File: config.mk
export PLATFORM = sky130hd
export DESIGN_NAME = quad_knob_position_flat
export DESIGN_NICKNAME = d
export VERILOG_FILES = /design/src/rtl/quad_knob_position_if.sv /design/src/rtl/quad_knob_position.sv /design/src/flat_wrapper.sv
export SDC_FILE = /design/constraint.sdc
export NUM_CORES = 1
export LEC_CHECK = 0
export ABC_AREA = 1
export BUFFER_PORTS_ARGS = -buffer_cell sky130_fd_sc_hd__buf_2
export CORE_ASPECT_RATIO = 0.6
export CORE_MARGIN = 1.5
export CORE_UTILIZATION = 50
export DETAILED_ROUTE_END_ITERATION = 16
export PLACE_DENSITY = 0.69
export SLEW_MARGIN = 0
export SYNTH_ARGS = -nofsm -noshare
export SYNTH_HDL_FRONTEND = slang
export SYNTH_SLANG_ARGS = --single-unit
File: constraint.sdc
create_clock -name clk -period 2.2 [get_ports clk]
set_input_delay 0 -clock clk [delete_from_list [all_inputs] [get_ports clk]]
set_output_delay 0 -clock clk [all_outputs]
set_load 0.05 [all_outputs]
File: src/rtl/quad_knob_position_if.sv
// quad_knob_position_if: raw Pmod ENC pins in, bounded position out
interface quad_knob_position_if;
   logic [3:0] enc;
   logic [7:0] pos;
   logic       stepPulse;
   logic       dir;
   modport master (output enc, input pos, stepPulse, dir);
   modport slave  (input enc, output pos, stepPulse, dir);
endinterface

File: src/rtl/quad_knob_position.sv
// quad_knob_position: synchronised, debounced quadrature encoder to a bounded 8-bit position
module quad_knob_position #(
   parameter int          MAX        = 159,
   parameter int          PRESET     = 0,
   parameter int          WRAP       = 1,
   parameter int          FAST_STEP  = 4,
   parameter logic [15:0] DEB_CYCLES = 16'd50000
) (
   input logic clk,
   input logic rstN,
   quad_knob_position_if.slave io
);
   typedef enum logic [2:0] {REST, CW1, CW2, CW3, CCW1, CCW2, CCW3, IDLE_WAIT} state_t;
   logic [3:0]       s1_q, s2_q, deb_q, deb_d;
   logic [3:0][15:0] cnt_q, cnt_d;
   logic             btn_q, btn_rise, up, dn, pulse_q, dir_q, dir_d;
   logic [1:0]       ab;
   logic [8:0]       step, sum, dif;
   logic [7:0]       nxt, pos_q, pos_d;
   state_t           st_q, st_d;
   always_ff @(posedge clk or negedge rstN)
      if (!rstN) begin
         s1_q    <= 4'b0011;
         s2_q    <= 4'b0011;
         deb_q   <= 4'b0011;
         cnt_q   <= '0;
         btn_q   <= 1'b0;
         st_q    <= REST;
         pos_q   <= 8'(PRESET);
         pulse_q <= 1'b0;
         dir_q   <= 1'b1;
      end else begin
         s1_q    <= io.enc;
         s2_q    <= s1_q;
         deb_q   <= deb_d;
         cnt_q   <= cnt_d;
         btn_q   <= deb_q[2];
         st_q    <= st_d;
         pos_q   <= pos_d;
         pulse_q <= pos_d != pos_q;
         dir_q   <= dir_d;
      end
   // a bit flips on the DEB_CYCLES-th consecutive cycle of disagreement
   always_comb
      for (int k = 0; k < 4; k++) begin
         cnt_d[k] = (s2_q[k] == deb_q[k] || cnt_q[k] == DEB_CYCLES - 16'd1) ? 16'd0 : cnt_q[k] + 16'd1;
         deb_d[k] = (s2_q[k] != deb_q[k] && cnt_q[k] == DEB_CYCLES - 16'd1) ? s2_q[k] : deb_q[k];
      end
   assign ab = {deb_q[0], deb_q[1]};
   always_comb begin
      st_d = st_q;
      up   = 1'b0;
      dn   = 1'b0;
      case (st_q)
         REST: st_d = ab == 2'b01 ? CW1 : ab == 2'b10 ? CCW1 : ab == 2'b00 ? IDLE_WAIT : REST;
         CW1:  st_d = ab == 2'b00 ? CW2 : ab == 2'b11 ? REST : ab == 2'b10 ? IDLE_WAIT : CW1;
         CW2:  st_d = ab == 2'b10 ? CW3 : ab == 2'b01 ? CW1 : ab == 2'b11 ? REST : CW2;
         CW3: begin
            st_d = ab == 2'b11 ? REST : ab == 2'b00 ? CW2 : ab == 2'b01 ? IDLE_WAIT : CW3;
            up   = ab == 2'b11;
         end
         CCW1: st_d = ab == 2'b00 ? CCW2 : ab == 2'b11 ? REST : ab == 2'b01 ? IDLE_WAIT : CCW1;
         CCW2: st_d = ab == 2'b01 ? CCW3 : ab == 2'b10 ? CCW1 : ab == 2'b11 ? REST : CCW2;
         CCW3: begin
            st_d = ab == 2'b11 ? REST : ab == 2'b00 ? CCW2 : ab == 2'b10 ? IDLE_WAIT : CCW3;
            dn   = ab == 2'b11;
         end
         default: st_d = ab == 2'b11 ? REST : IDLE_WAIT;
      endcase
   end
   // 9-bit arithmetic so the up-overflow and down-underflow cases are visible
   always_comb begin
      step     = deb_q[3] ? 9'(FAST_STEP) : 9'd1;
      sum      = {1'b0, pos_q} + step;
      dif      = {1'b0, pos_q} - step;
      nxt      = 8'(up ? (sum > 9'(MAX) ? (WRAP != 0 ? sum - 9'(MAX + 1) : 9'(MAX)) : sum)
                       : ({1'b0, pos_q} < step ? (WRAP != 0 ? dif + 9'(MAX + 1) : 9'd0) : dif));
      btn_rise = deb_q[2] & ~btn_q;
      pos_d    = btn_rise ? 8'(PRESET) : (up | dn) ? nxt : pos_q;
      dir_d    = (!btn_rise && (up | dn)) ? up : dir_q;
   end
   assign io.pos       = pos_q;
   assign io.stepPulse = pulse_q;
   assign io.dir       = dir_q;
endmodule

File: src/flat_wrapper.sv
// flat-port wrapper written by rule: the top's interface ports become plain ports
module quad_knob_position_flat 
#(
   parameter int          MAX        = 159,
   parameter int          PRESET     = 0,
   parameter int          WRAP       = 1,
   parameter int          FAST_STEP  = 4,
   parameter logic [15:0] DEB_CYCLES = 16'd50000
)
  (clk, rstN, io_enc, io_pos, io_stepPulse, io_dir);
  quad_knob_position_if io_i ();
  input logic clk;
  input logic rstN;
  input wire logic [$bits(io_i.enc)-1:0] io_enc;
  output wire logic [$bits(io_i.pos)-1:0] io_pos;
  output wire logic [$bits(io_i.stepPulse)-1:0] io_stepPulse;
  output wire logic [$bits(io_i.dir)-1:0] io_dir;
  assign io_i.enc = io_enc;
  assign io_pos = io_i.pos;
  assign io_stepPulse = io_i.stepPulse;
  assign io_dir = io_i.dir;
  quad_knob_position #(.MAX(MAX), .PRESET(PRESET), .WRAP(WRAP), .FAST_STEP(FAST_STEP), .DEB_CYCLES(DEB_CYCLES)) u_core (.clk(clk), .rstN(rstN), .io(io_i));
endmodule
==> impl_metrics.toml <==
[logic_synthesis]
ys_dominant_reg_cell = "sky130_fd_sc_hd__dfrtp_1"
synth_edf_count = 0
yosys.cell_count.top_type = "sky130_fd_sc_hd__nand2_1"
synth.avg_cell_area_um2 = 8.094
netlist.area_leader.share_pct = 41.79
fraction_of_registers_with_async_set_reset_pct = 100.0
synth_top_cells_by_count = "117 x sky130_fd_sc_hd__nand2_1, 83 x sky130_fd_sc_hd__dfrtp_1, 78 x sky130_fd_sc_hd__nor2_1"
synthesis.instances = 614
synthesis.yosys.warnings = 0
post_synth_instance_area_mm2 = 0.004970
synth_seq_cells = 90
postSynthNetCount = 637
sequential_fraction_of_the_synthesis_area_pct = 45.49
synthDominantAreaCellType = "sky130_fd_sc_hd__dfrtp_1"
post_synth_main_area_contributors = "sky130_fd_sc_hd__dfrtp_1 42%, sky130_fd_sc_hd__nand2_1 8.8%, sky130_fd_sc_hd__nor2_1 5.9%"
synth.lib_cells_used.distinct = 45

[placement]
placed_cells = 773
postPlaceCellArea_mm2 = 0.005383
dp.final_hpwl_um = 7618
gpl.final_weighted_congestion = 0.8793
count_of_input_and_output_buffers = 15

[routing]
via_density_per_instance = 5.212
drt_iter0_markers = 304
firstDrtPassIters = 5
avgRoutedWirePerCell_um = 13.09
route.vias.total = 4175
final_antenna_net_count = 0
postRouteWirelength_um = 10480
drt_drc_violations_left = 0

[layout]
instances_no_fill = 801
layout-drive-gt1-share_pct = 22.80
antenna_cells_inserted = 0
n_fill_cell = 785
num-nets-final = 689
layout.core_utilization_pct = 62.82
syn_to_final_growth_pct = 19.13
final_cell_area_mm2 = 0.005921

[clock_tree]
worst_skew_pair.late_latency_ps = 340
tritoncts = "yes"
clock-root-buffer = "sky130_fd_sc_hd__clkbuf_16"
tritoncts.num_buffers = 9
cts_max_level = 3
max-clock-path-buffers = 2
clkTransAtPathRegs_ps = 70
cts.sink_count = 90

[timing]
setup_ws_ps = -116.7
achievable-frequency_ghz = 0.4316
max_slew.worst_pin.slew_ps = 669.9
fin_tns_setup_ps = -187.6
timing.slew.headroom_pct = 55.33
period_minus_slack_ps = 2317
finalHoldViolations = 0
rsz0062_at_grt = "yes"
min_period_over_period_pct = 105.3
timing_max_transition_violations_final = 0
report.final.setup_viol = 2
fin_clk_skew_ps = 9.224

[floorplan]
floorplan.initialDensity_pct = 52.73
core_mm2 = 0.009425
die_w_um = 131.7
num_io_pins = 16
die-height_um = 80.23
placement_rows = 27
die-area_mm2 = 0.01057

[power_and_ir_drop]
intPower_uw = 2729
share_comb_of_total_power_pct = 3.3
power_density_mw_per_mm2 = 585.9
share_seq_of_total_power_pct = 48.9
design_power_total_uw = 3469
share_clk_of_total_power_pct = 47.8
power_leakage_uw = 0.002739
net-switching-power_uw = 740.1
power.switching_fraction_pct = 21.33
ir_drop_mv = 0.4523

[worst_setup_path]
path_class = "reg -> reg"
worstPathRequired_ps = 2420
worst_ep_arrival_time_ps = 2540
critical_path.reg2reg.endpoint = "u_core.io.stepPulse$_DFF_PN0_"
cp-start-kind = "flip-flop"
cp-end-kind = "flip-flop"
timing.reg2reg.worst_path_depth = 17
reg2reg_setup_slack_ps = -120
critical_path_peak_fanout = 4
r2r-start = "u_core.deb_q[3]$_DFFE_PN0P_"

[global_route]
grt_start_max_net_pins = 38
antenna_found_initial = 0
wire_length_of_the_first_global_routing_pass_um = 18150
total_track_usage_pct = 21.52
first_global_vias = 4014
grt_remaining_overflow = 0

[job]
maxCapViolCount = 0

[run_status]
status = "complete, but fails checks"
violations = "setup timing"

[min_path]
min-delay-path-class = "in -> async"
[cells in the final DEF (no fill, tap or decap), drive strengths merged, types with 2 or more instances in the layout]
cell         count
a21oi           32
o21bai           2
nor2            88
nand4           16
nor3b           16
bufinv           2
nor4             8
and3             2
o21a             6
dfstp            7
ha              17
clkinv           2
nand3           39
dfrtp           83
dlygate4sd3      5
inv             92
a31oi            2
xnor2            2
clkbuf          11
o21ai           26
or2              3
xor2             6
nor3            28
nand2          124
buf             44
[worst max-delay path, cell delays in order (launching register included)]
cell and delay (ps):
sky130_fd_sc_hd__dfrtp_1 410, sky130_fd_sc_hd__inv_4 110, sky130_fd_sc_hd__ha_4 150, sky130_fd_sc_hd__ha_4 130, sky130_fd_sc_hd__inv_2 40, sky130_fd_sc_hd__nand2_2 50, sky130_fd_sc_hd__nand4_1 120, sky130_fd_sc_hd__xor2_1 230
sky130_fd_sc_hd__inv_1 120, sky130_fd_sc_hd__ha_4 260, sky130_fd_sc_hd__or2_0 110, sky130_fd_sc_hd__nand3_1 70, sky130_fd_sc_hd__nand2_1 70, sky130_fd_sc_hd__inv_1 40, sky130_fd_sc_hd__nand2_1 60, sky130_fd_sc_hd__nand2_2 60
sky130_fd_sc_hd__a21oi_2 110, sky130_fd_sc_hd__nand3_1 70
[cells by family after synthesis]
| kind of cell | share of synthesized area [%] |
|---|---|
| adders and majority gates | 4.280 |
| DFF | 45.49 |
| AOI/OAI and AO/OA | 8.409 |
| xor gates and xnor gates | 1.410 |
| buffers and inverters | 7.880 |
| and+or+nand+nor | 32.53 |
[worst max path at each step]
stage	start	to	slack, ps	depth (start not counted)
detailed placement	u_core.deb_q[3]$_DFFE_PN0P_	u_core.io.stepPulse$_DFF_PN0_	-140	17
CTS	u_core.deb_q[3]$_DFFE_PN0P_	u_core.io.stepPulse$_DFF_PN0_	-20	17
global placement	u_core.deb_q[3]$_DFFE_PN0P_	u_core.io.stepPulse$_DFF_PN0_	20	17
finish	u_core.deb_q[3]$_DFFE_PN0P_	u_core.io.stepPulse$_DFF_PN0_	-120	17
floorplan	u_core.io.pos[0]$_DFF_PN0_	u_core.io.stepPulse$_DFF_PN0_	-20	17
global route	u_core.deb_q[3]$_DFFE_PN0P_	u_core.io.stepPulse$_DFF_PN0_	-270	17
[sequential cells by signal (all words and copies together) (netlist names)]
signal	count
u_core.s1_q	4
u_core.btn_q	1
u_core.io.stepPulse	1
u_core.deb_q	4
u_core.io.dir	1
u_core.io.pos	8
u_core.s2_q	4
u_core.cnt_q	64
u_core.st_q	3
[per-layer routing]
| layer | vias up | track usage, % | wire [µm] |
|---|---|---|---|
| li1 | 2107 | - | - |
| met1 | 1956 | 30.16 | 5250 |
| met2 | 98 | 33.95 | 4591 |
| met3 | 14 | 3.662 | 498 |
| met4 | 0 | 7.667 | 143 |
| met5 | - | 0 | 0 |
[power groups by stage]
| stage | Combinational, µW | Clock [µW] | Sequential (µW) |
|---|---|---|---|
| after global routing | 133 | 1760 | 1700 |
| after global placement | 105 | 0 | 1730 |
| after CTS | 117 | 1700 | 1700 |
| final | 114 | 1660 | 1700 |
| after detailed placement | 110 | 0 | 1730 |
| after floorplan | 50.2 | 0 | 1720 |
[repair_timing]
action	4_1_cts	5_1_grt
hold buffers	5	0
endpoints found under the hold margin	39	0
endpoints found under the setup margin	2	6
pin swaps	7	18
buffers inserted	5	2
gates cloned	0	0
resized for setup	6	27
[final cells by class]
cell class	instances	area [µm²]	area share, %
multi-input combinational	424	2456	41.48
sequential	90	2265	38.25
timing repair buffer	49	369.1	6.234
inverter	92	347.8	5.875
clock buffer	11	232.7	3.931
tap	130	162.7	2.747
clock inverter	5	87.58	1.479
[metrics by stage]
stage	setup WS (ps)	hold WS [ps]
2_1_floorplan	-24.29	-295.6
3_3_place_gp	21.20	-12.62
3_5_place_dp	-137.4	-8.115
4_1_cts	-17.50	177.4
5_1_grt	-268.8	233.6
6_report	-116.7	155.9
(Power assumes the default switching activity.)
